==> src/rtl/pingpong_bank_ctrl.sv <==
// Ping-pong controller for the two beatmap line RAMs: the producer fills one bank
// while the display side replays the other; banks swap only when full and the reader is idle.
//
// writer state | meaning
// W_FILL       | accepting producer words into bank bank_sel
// W_FULL       | bank complete, waiting for the reader to go idle before swapping
//
// reader state | meaning
// R_IDLE       | no replay in progress; waiting for rd_start or a pending request
// R_READ       | issuing read enables for addresses 0..DEPTH-1 of bank rbank_q
// R_DRAIN      | one cycle for the final registered RAM word to emerge
module pingpong_bank_ctrl #(
    parameter int DATA_W = 8,
    parameter int ADDR_W = 5,
    parameter int DEPTH  = 32
) (
    input  logic              clk,
    input  logic              reset,
    input  logic              wr_valid,
    input  logic [DATA_W-1:0] wr_data,
    output logic              wr_ready,
    input  logic              rd_start,
    output logic              rd_valid,
    output logic [DATA_W-1:0] rd_data,
    output logic              rd_last,
    output logic              rd_underrun,
    output logic              bank_sel,
    output logic              swap,
    output logic              ram1_we,
    output logic              ram2_we,
    output logic [ADDR_W-1:0] ram1_waddr,
    output logic [ADDR_W-1:0] ram2_waddr,
    output logic [DATA_W-1:0] ram1_wdata,
    output logic [DATA_W-1:0] ram2_wdata,
    output logic              ram1_re,
    output logic              ram2_re,
    output logic [ADDR_W-1:0] ram1_raddr,
    output logic [ADDR_W-1:0] ram2_raddr,
    input  logic [DATA_W-1:0] ram1_rdata,
    input  logic [DATA_W-1:0] ram2_rdata
);

    localparam logic              W_FILL  = 1'b0;
    localparam logic              W_FULL  = 1'b1;
    localparam logic [1:0]        R_IDLE  = 2'd0;
    localparam logic [1:0]        R_READ  = 2'd1;
    localparam logic [1:0]        R_DRAIN = 2'd2;
    localparam logic [ADDR_W-1:0] LAST    = ADDR_W'(DEPTH - 1);

    logic              wstate;
    logic [1:0]        rstate;
    logic [ADDR_W-1:0] wcnt;
    logic [ADDR_W-1:0] raddr;
    logic              rbank_valid;
    logic              rbank_q;
    logic              rd_pend;
    logic              wr_fire;
    logic              swap_now;
    logic              rd_go;
    logic              rd_issue;

    assign wr_ready = (wstate == W_FILL) && !reset;
    assign wr_fire  = wr_valid && wr_ready;
    assign swap_now = (wstate == W_FULL) && (rstate == R_IDLE);
    assign rd_go    = (rstate == R_IDLE) && (rd_start || rd_pend) && rbank_valid && !swap_now;
    assign rd_issue = (rstate == R_READ) && !reset;

    always_ff @(posedge clk) begin
        if (reset) begin
            wstate      <= W_FILL;
            rstate      <= R_IDLE;
            wcnt        <= '0;
            raddr       <= '0;
            bank_sel    <= 1'b0;
            rbank_valid <= 1'b0;
            rbank_q     <= 1'b0;
            rd_pend     <= 1'b0;
            swap        <= 1'b0;
            rd_valid    <= 1'b0;
            rd_last     <= 1'b0;
            rd_underrun <= 1'b0;
        end else begin
            swap        <= swap_now;
            rd_valid    <= rd_issue;
            rd_last     <= rd_issue && (raddr == LAST);
            rd_underrun <= (rstate == R_IDLE) && rd_start && !rbank_valid && !swap_now;

            if (swap_now) begin
                bank_sel    <= ~bank_sel;
                rbank_valid <= 1'b1;
                wcnt        <= '0;
                wstate      <= W_FILL;
            end else if (wr_fire) begin
                wcnt <= wcnt + 1'b1;
                if (wcnt == LAST)
                    wstate <= W_FULL;
            end

            case (rstate)
                R_IDLE: begin
                    // a request landing on the swap cycle waits one cycle for the new bank
                    if (swap_now && rd_start)
                        rd_pend <= 1'b1;
                    if (rd_go) begin
                        rd_pend <= 1'b0;
                        rbank_q <= ~bank_sel;
                        raddr   <= '0;
                        rstate  <= R_READ;
                    end
                end
                R_READ: begin
                    if (raddr == LAST) begin
                        raddr  <= '0;
                        rstate <= R_DRAIN;
                    end else begin
                        raddr <= raddr + 1'b1;
                    end
                end
                default: rstate <= R_IDLE;
            endcase
        end
    end

    assign ram1_we    = wr_fire && !bank_sel;
    assign ram2_we    = wr_fire && bank_sel;
    assign ram1_waddr = wcnt;
    assign ram2_waddr = wcnt;
    assign ram1_wdata = wr_data;
    assign ram2_wdata = wr_data;
    assign ram1_re    = rd_issue && !rbank_q;
    assign ram2_re    = rd_issue && rbank_q;
    assign ram1_raddr = raddr;
    assign ram2_raddr = raddr;
    assign rd_data    = rd_valid ? (rbank_q ? ram2_rdata : ram1_rdata) : '0;

endmodule

==> config.mk <==
export PLATFORM = sky130hd
export DESIGN_NAME = pingpong_bank_ctrl
export DESIGN_NICKNAME = d
export VERILOG_FILES = /design/src/rtl/pingpong_bank_ctrl.sv
export SDC_FILE = /design/constraint.sdc
export NUM_CORES = 1
export LEC_CHECK = 0
export CAP_MARGIN = 0
export CORE_ASPECT_RATIO = 0.9
export CORE_UTILIZATION = 38
export CTS_BUF_LIST = sky130_fd_sc_hd__clkbuf_8
export DETAILED_ROUTE_END_ITERATION = 7
export GPL_TIMING_DRIVEN = 1
export PLACE_DENSITY = 0.83
export REMOVE_ABC_BUFFERS = 1
export SLEW_MARGIN = 5
export SYNTH_ARGS = -nofsm -noshare
export SYNTH_HDL_FRONTEND = slang
export SYNTH_SLANG_ARGS = --single-unit
==> constraint.sdc <==
create_clock -name clk -period 2.4 [get_ports clk]
set_input_delay 0.36 -clock clk [delete_from_list [all_inputs] [get_ports clk]]
set_output_delay 0.36 -clock clk [all_outputs]
set_load 0.005 [all_outputs]
==> results of run 1 <==
[synthesized netlist by cell type (all sizes together) (3+ instances only)]
| library cell | n |
|---|---|
| xnor2 | 3 |
| nor2 | 12 |
| nor2b | 10 |
| and2 | 3 |
| buf | 32 |
| nand2 | 5 |
| nand2b | 3 |
| nor4bb | 3 |
| dfxtp | 21 |
| ha | 4 |
| a21oi | 10 |
| mux2i | 8 |
| a22oi | 3 |
| o211ai | 5 |
| nor3b | 3 |
[through the flow]
step                      total power [uW]  utilization [%]  hold slack [ps]  instances  area [um2]
final                                654.7            55.40            516.4        220        1752
after global routing                 679.9            55.40            548.5        220        1752
after CTS                            660.1            55.40            523.4        220        1752
after detailed placement             436.1            53.98            508.3        216        1707
after global placement               435.3            53.98            492.7        216        1707
after floorplan                      380.3                -            429.1        115        1069
[worst paths after layout]
kind            startpoint       endpoint  slack (ps)  depth (start not counted)
max               wr_valid        ram1_we         190                          4
max reg2reg  ram1_raddr[0]  ram1_raddr[3]         480                          5
min reg2reg  ram1_waddr[4]  ram1_waddr[4]         520                          2
min          ram1_waddr[4]  ram1_waddr[4]         520                          2
[cell type report]
type,instances,area [um2]
clock buffer,3,41.29
clock inverter,1,3.754
fill,279,1410
inverter,2,7.507
multi-input combinational,92,640.6
sequential,21,420.4
tap,42,52.55
timing repair buffer,59,585.6
[power by group through the flow]
stage                     Clock, uW  Sequential, uW  Combinational [uW]
after CTS                       231             354                74.1
after global routing            246             355                79.1
after detailed placement          0             362                73.6
final                           227             354                73.3
after global placement            0             363                72.7
after floorplan                   0             363                17.4
[sequential cells by signal, indices dropped and copies added, names as in the netlist]
register     cells
bank_sel         1
ram1_raddr       5
ram1_waddr       5
rbank_q          1
rbank_valid      1
rd_last          1
rd_pend          1
rd_underrun      1
rd_valid         1
rstate           2
swap             1
wstate           1
[worst register-to-register path: stages (launching register included)]
cell and delay, ps:
sky130_fd_sc_hd__dfxtp_1 370, sky130_fd_sc_hd__ha_1 240, sky130_fd_sc_hd__and3_1 190, sky130_fd_sc_hd__ha_1 260, sky130_fd_sc_hd__or4_1 550, sky130_fd_sc_hd__a41oi_1 230
[kinds of logic after synthesis]
| family | after synthesis | synth area share, % |
|---|---|---|
| simple gates | 53 | 25.02 |
| buf+inv | 34 | 18.38 |
| compound gates | 24 | 12.22 |
| flops | 21 | 32.34 |
| mux | 8 | 6.160 |
| fa+ha+maj | 4 | 3.850 |
| xor+xnor | 3 | 2.022 |
[layer usage]
metal | track usage, % | vias up | share of wire (%)
met5 | 0 | - | 0
met4 | 4.870 | 0 | 0.32
met3 | 8.400 | 2 | 11
met2 | 31.91 | 69 | 48
met1 | 16.26 | 522 | 41
li1 | - | 549 | -
==> results, run 1 <==
- The flow ran to the end, and the final reports show no timing, DRC or antenna violations.
- The first detailed-routing pass ran for 4 iterations.
- The peak supply drop is around 230 uV.
- After detailed routing, the total wire length is between 3000 and 4000 um.
- In this run the deepest clock path goes through 2 buffers.
- The library cell used most frequently in the layout, excluding fill and tap cells, is sky130_fd_sc_hd__clkdlybuf4s50_1.
- The power per unit of standard cell area is between 300 and 400 nW/um2.
- The max-capacitance violation count is 0.
- The worst-path cell with the longest stage delay is sky130_fd_sc_hd__clkdlybuf4s50_1.
- The synthesized netlist occupies a cell area of between 1000 and 1500 um2.
- The final weighted congestion of routability-driven global placement is around 0.79.
- Setup violations remaining at the end of the flow were counted as 0.
- The top flip-flop cell by instance count after synthesis is sky130_fd_sc_hd__dfxtp_1.
- The number of synthesis warnings is 0.
- In this run the tightest slew margin relative to its limit is 66.26%.
- The average routed wire per standard cell is between 10 and 15 um.
- The share of total power in sequential cells is a little over half.
- Along the worst path, the maximum fanout reaches 5.
- After clock tree synthesis, the clock-pin slew on the worst setup and hold paths is about 70 ps.
- After synthesis, the cell types taking the most area are sky130_fd_sc_hd__dfxtp_1 32%, sky130_fd_sc_hd__buf_4 15%, sky130_fd_sc_hd__mux2i_1 6.2%, sky130_fd_sc_hd__nor2b_1 4.8%, sky130_fd_sc_hd__ha_1 3.8%.
- The async set or reset register ratio after synthesis is 0%.
- The source-to-sink clock delay at the later pin of the worst-skew pair is about 260 ps.
- The post-CTS resize count is 0.
- The worst clock skew on the final layout is approximately 3.2 ps.
- STA classifies the critical path startpoint as an input pin.
- TritonCTS built the clock tree.
- The number of port buffers is 57.
- Yosys mapped a number of flops with a built-in enable equal to 0.
- STA puts the critical path data arrival time at about 1900 ps.
- At the pin with the least slew margin, the transition time is 505.4 ps.
- The number of setup buffers added after CTS is 0.
- In the post-route analysis, the smallest setup slack over all paths is roughly 190 ps.
- The critical path buffer and inverter count is 2.
- The remaining antenna violation count is 0.
- The top cell family by delay on the critical path is buffers and inverters.
- The wire-length estimate of the detail-placed layout is 2343 um.
- The total overflow left after global routing is 0.
- The global-route wire length before repair is ~5000 um.
- The repair_antennas step left the layout with diodes totalling 0.
- The switching part of the total power is a little over a fifth.
- The depth of the CTS H-tree is 1.
- After technology mapping, the gate count stands at between 100 and 150.
- The fmax is between 400 and 500 MHz.
- The routed via count divided by cell count is about 5.2.
- The first routing iteration left 23 violations.
- Summed over all cells, the static leakage comes to around 0.0006 uW.
- The area added between synthesis and finish is 34.74%.
- The share of synthesized area in the top cell type comes to about a third.
- In this run the power spent charging and discharging nets is between 100 and 150 uW.
- The proportion of synthesized chip area in sequential cells is about a third.
- Setup repair after global routing left no endpoint under its margin.
- The number of sinks on the clock net is 21.
- The total negative slack is 0 ps.
- Among the stages of the critical path, the cell type that occurs most often is sky130_fd_sc_hd__clkdlybuf4s50_1.
- Data on the critical path is required at its endpoint by 2040 ps.
- The top cell types in the final layout, fill and taps aside, are 57 x sky130_fd_sc_hd__clkdlybuf4s50_1, 21 x sky130_fd_sc_hd__dfxtp_1, 12 x sky130_fd_sc_hd__nor2_1.
- During I/O placement, the number of pins put on the boundary was 82.
- The number of rows created at floorplan is 19.
- The cell taking the most area after synthesis is sky130_fd_sc_hd__dfxtp_1.
- The count of final max-slew check failures is 0.
- The via count is 1142.
- Internal power comes to 514.6 uW.
- The core region is around 3200 um2.
- The period utilization is roughly 92%.
- The path class of the tightest hold or removal check is reg -> reg.
- In this run, distinct cell masters in the synthesized netlist total 36.
- The number of global-route vias before repair is 1097.
- The part of the power in combinational logic is about 11%.
- The fraction of final layout cells sized beyond drive strength 1 is under 10%.
- The pin count of the biggest net entering global routing is 18.
- The width of the die is 63.66 um.
- The number of synthesized register bits is 21.
- The critical path in this run is classified as in -> out.
- The overall routing resource usage is 16.98%.
- Each instance of the synthesized netlist takes up on average just under 9 um2.
- The die is 57.49 um tall.
- The minimum clock period is between 2000 and 2500 ps.
- The hold violation count in the final report is 0.
- The number of antenna violations at the first check in global routing is 0.
- In the routed design, unresolved DRC markers number 0.
- The layout net count is 211.
- The post-placement setup slack is approximately 190 ps.
- The starting density of the core is 41.12%.
- In this run, the clock network consumes between 30% and 40% of the power.
- The signal on the critical path passes through clkdlybuf4s50_1 -> or3b_4 -> nor2_1 -> clkdlybuf4s50_1.
- Clock tree synthesis selected as its root buffer the cell sky130_fd_sc_hd__clkbuf_8.
- The area of the die is approximately 3700 um2.
- The number of clock buffers inserted by TritonCTS is 3.
- On the worst path, the slowest cell contributes a delay of ~510 ps.
- The worst setup path is captured at an output port.
- The number of hold buffers added after CTS was 0.
Note: power is estimated with default switching activity, not from simulation.
==> inputs of run 2 (changes only) <==
--- a/config.mk
+++ b/config.mk
@@ -5,6 +5,7 @@
 export SDC_FILE = /design/constraint.sdc
 export NUM_CORES = 1
 export LEC_CHECK = 0
+export ABC_CLOCK_PERIOD_IN_PS = 2400
 export CAP_MARGIN = 0
 export CORE_ASPECT_RATIO = 0.9
 export CORE_UTILIZATION = 38
@@ -13,7 +14,7 @@
 export GPL_TIMING_DRIVEN = 1
 export PLACE_DENSITY = 0.83
 export REMOVE_ABC_BUFFERS = 1
-export SLEW_MARGIN = 5
+export SLEW_MARGIN = 20
 export SYNTH_ARGS = -nofsm -noshare
 export SYNTH_HDL_FRONTEND = slang
 export SYNTH_SLANG_ARGS = --single-unit
==> results of run 2 <==
Final layout, timing and power as in run 1 (identical DEF).
==> inputs of run 3 (changes only) <==
--- a/config.mk
+++ b/config.mk
@@ -12,7 +12,7 @@
 export CTS_BUF_LIST = sky130_fd_sc_hd__clkbuf_8
 export DETAILED_ROUTE_END_ITERATION = 7
 export GPL_TIMING_DRIVEN = 1
-export PLACE_DENSITY = 0.83
+export PLACE_DENSITY = 0.93
 export REMOVE_ABC_BUFFERS = 1
 export SLEW_MARGIN = 20
 export SYNTH_ARGS = -nofsm -noshare
==> results, run 3 (synthesis gave the netlist of run 1 again) <==
- The width of the die was 63.66 um (unchanged).
- The overall power of the completed layout is 659.7 uW (was 654.7 uW).
- The transition time at the pin with the least slew margin was 515.6 ps (was 505.4 ps).
- The fmax was 445.2 MHz (was 451.5 MHz).
- The average routed wire per standard cell was 13.63 um (was 14.09 um).
- The fill cell total of the finished layout is 288 (was 279).
- The root cell of the clock tree is sky130_fd_sc_hd__clkbuf_8 (unchanged).
- The worst max-slew margin expressed relative to the limit is 65.58% (was 66.26%).
- The overall routing resource usage is 16.32% (was 16.98%).
- The layout net count came to 211 (unchanged).
- The period utilization is 93.58% (was 92.29%).
- The post-DP HPWL came to 2265 um (was 2343 um).
- The total overflow reported by the global router is 0 (unchanged).
- The hold violation count in the final report was 0 (unchanged).
- The path type of the worst min-delay path is reg -> reg (unchanged).
- The critical path startpoint category is an input pin (unchanged).
- The number of global-route vias before repair is 978 (was 1097).
- Leading cell types in the layout, fill and taps excluded: 57 x sky130_fd_sc_hd__clkdlybuf4s50_1, 21 x sky130_fd_sc_hd__dfxtp_1, 12 x sky130_fd_sc_hd__nor2_1 (unchanged).
- The area inside the core boundary is 3162 um2 (unchanged).
- The number of buffers added to fix hold violations after cts came to 0 (unchanged).
- The final routed DRC violation total came to 0 (unchanged).
- The via count came to 1108 (was 1142).
- The number of antenna diodes came to 0 (unchanged).
- The instance area at placement is 1707 um2 (unchanged).
- The TritonCTS clock tree is done (unchanged).
- Status: completed (unchanged).
- The max-capacitance violation count is 0 (unchanged).
- The worst slack on hold paths is 491.6 ps (was 516.4 ps).
- The power per unit of standard cell area is 376.3 nW/um2 (was 373.8 nW/um2).
- The die height is 57.49 um (unchanged).
- The arrival time at the worst endpoint is 1890 ps (was 1850 ps).
- The number of clock buffers inserted by TritonCTS is 3 (unchanged).
- The post-CTS resize count was 0 (unchanged).
- The number of detailed-route iterations in the first pass is 5 (was 4).
- The routed via count divided by cell count is 5.036 (was 5.191).
- The last element of the critical path is ram1_we (unchanged).
- The critical path required time is 2040 ps (about the same).
- The post-route cell area came to 1753 um2 (was 1752 um2).
- The depth of the CTS H-tree was 1 (unchanged).
- The peak supply drop came to 294.7 uV (was 234.2 uV).
- The global-route wire length before repair was 4554 um (was 4926 um).
- The number of sinks on the clock net was 21 (unchanged).
- The startpoint of the lowest-slack register-to-register path is ram1_raddr[0] (unchanged).
- The number of antenna violations at the first check in global routing is 0 (unchanged).
- The maximum count of clock buffers along a single path is 2 (unchanged).
- The area of the die was 3660 um2 (unchanged).
- Setup repair after global routing missed its margin: no (unchanged).
- The type of the setup path with the least slack is in -> out (unchanged).
- The internal reg-to-reg setup slack is 510 ps (was 480 ps).
- The commonest non-fill, non-tap cell in the layout was sky130_fd_sc_hd__clkdlybuf4s50_1 (unchanged).
- The fraction of final layout cells sized beyond drive strength 1 came to 6.742% (was 6.180%).
- The launch point of the worst path is wr_valid (unchanged).
- The total negative slack is 0 ps (unchanged).
- The number of top-level design ports is 82 (unchanged).
- The leakage power is 0.0005990 uW (was 0.0006004 uW).
- The count of final max-slew check failures is 0 (unchanged).
- The critical path endpoint category is an output port (unchanged).
- The final weighted congestion of routability-driven global placement is 0.7734 (was 0.7887).
- The depth of the worst register-to-register path is 5 (unchanged).
- The minimum clock period is 2246 ps (was 2215 ps).
- The worst clock skew on the final layout came to 1.666 ps (was 3.177 ps).
- The pin count of the biggest net entering global routing is 18 (unchanged).
- The largest fanout of any net on the critical path was 5 (unchanged).
- The number of setup buffers added after CTS is 0 (unchanged).
- The remaining antenna violation count came to 0 (unchanged).
- The clock-pin slew on the worst setup and hold paths is 80 ps (was 70 ps).
- The total routed wirelength is 2999 um (was 3100 um).
- The hold path startpoint is ram1_waddr[4] (unchanged).
- The end of the worst register-to-register path was ram1_raddr[3] (unchanged).
- The area added between synthesis and finish is 34.84% (was 34.74%).
- The number of port buffers is 57 (unchanged).
- The starting density of the core is 41.12% (unchanged).
- The source-to-sink clock delay at the later pin of the worst-skew pair is 260 ps (about the same).
- The utilization after layout came to 55.44% (was 55.40%).
- The DRC marker count from the first detailed-route iteration is 22 (was 23).
- The number of endpoints failing setup at the final stage is 0 (unchanged).
- The number of rows created at floorplan is 19 (unchanged).
-- run 3: critical path, cell delays in order --
cell,delay (ps)
sky130_fd_sc_hd__clkdlybuf4s50_1,510
sky130_fd_sc_hd__or3b_4,420
sky130_fd_sc_hd__nor2_1,100
sky130_fd_sc_hd__clkdlybuf4s50_1,500
-- run 3: metal layers --
layer	share of wire, %	track usage, %	vias up
met5	0	0	-
met4	1.2	8.766	0
met3	13	9.400	2
met2	43	24.47	66
met1	42	18.27	491
li1	-	-	549
-- run 3: area by class of cell --
cell class                 count  area (um2)  area share [%]
timing repair buffer          59       585.6           33.40
inverter                       2       7.507          0.4283
clock buffer                   3       41.29           2.355
tap                           42       52.55           2.998
clock inverter                 1       5.005          0.2855
sequential                    21       420.4           23.98
multi-input combinational     92       640.6           36.55
-- run 3: power by group --
group	total [uW]	internal, uW	switching [uW]
logic	72.7	49.3	23.4
clock network	232	116	117
registers	355	351	3.54
total	660	516	144
-- run 3: how the worst min path moves through the flow --
stage	endpoint	slack (ps)	cells after the start
6_report	ram1_waddr[4]	490	2
5_1_grt	ram1_waddr[4]	520	2
4_1_cts	ram1_waddr[4]	490	2
3_5_place_dp	ram1_waddr[4]	480	2
3_3_place_gp	ram1_waddr[4]	490	2
2_1_floorplan	ram1_raddr[0]	430	1
-- run 3: per-stage QoR --
step                setup WS (ps)  std cells
finish                      154.0        220
global route                70.55        220
CTS                         151.6        220
detailed placement          160.8        216
global placement            188.3        216
floorplan                   640.0        115
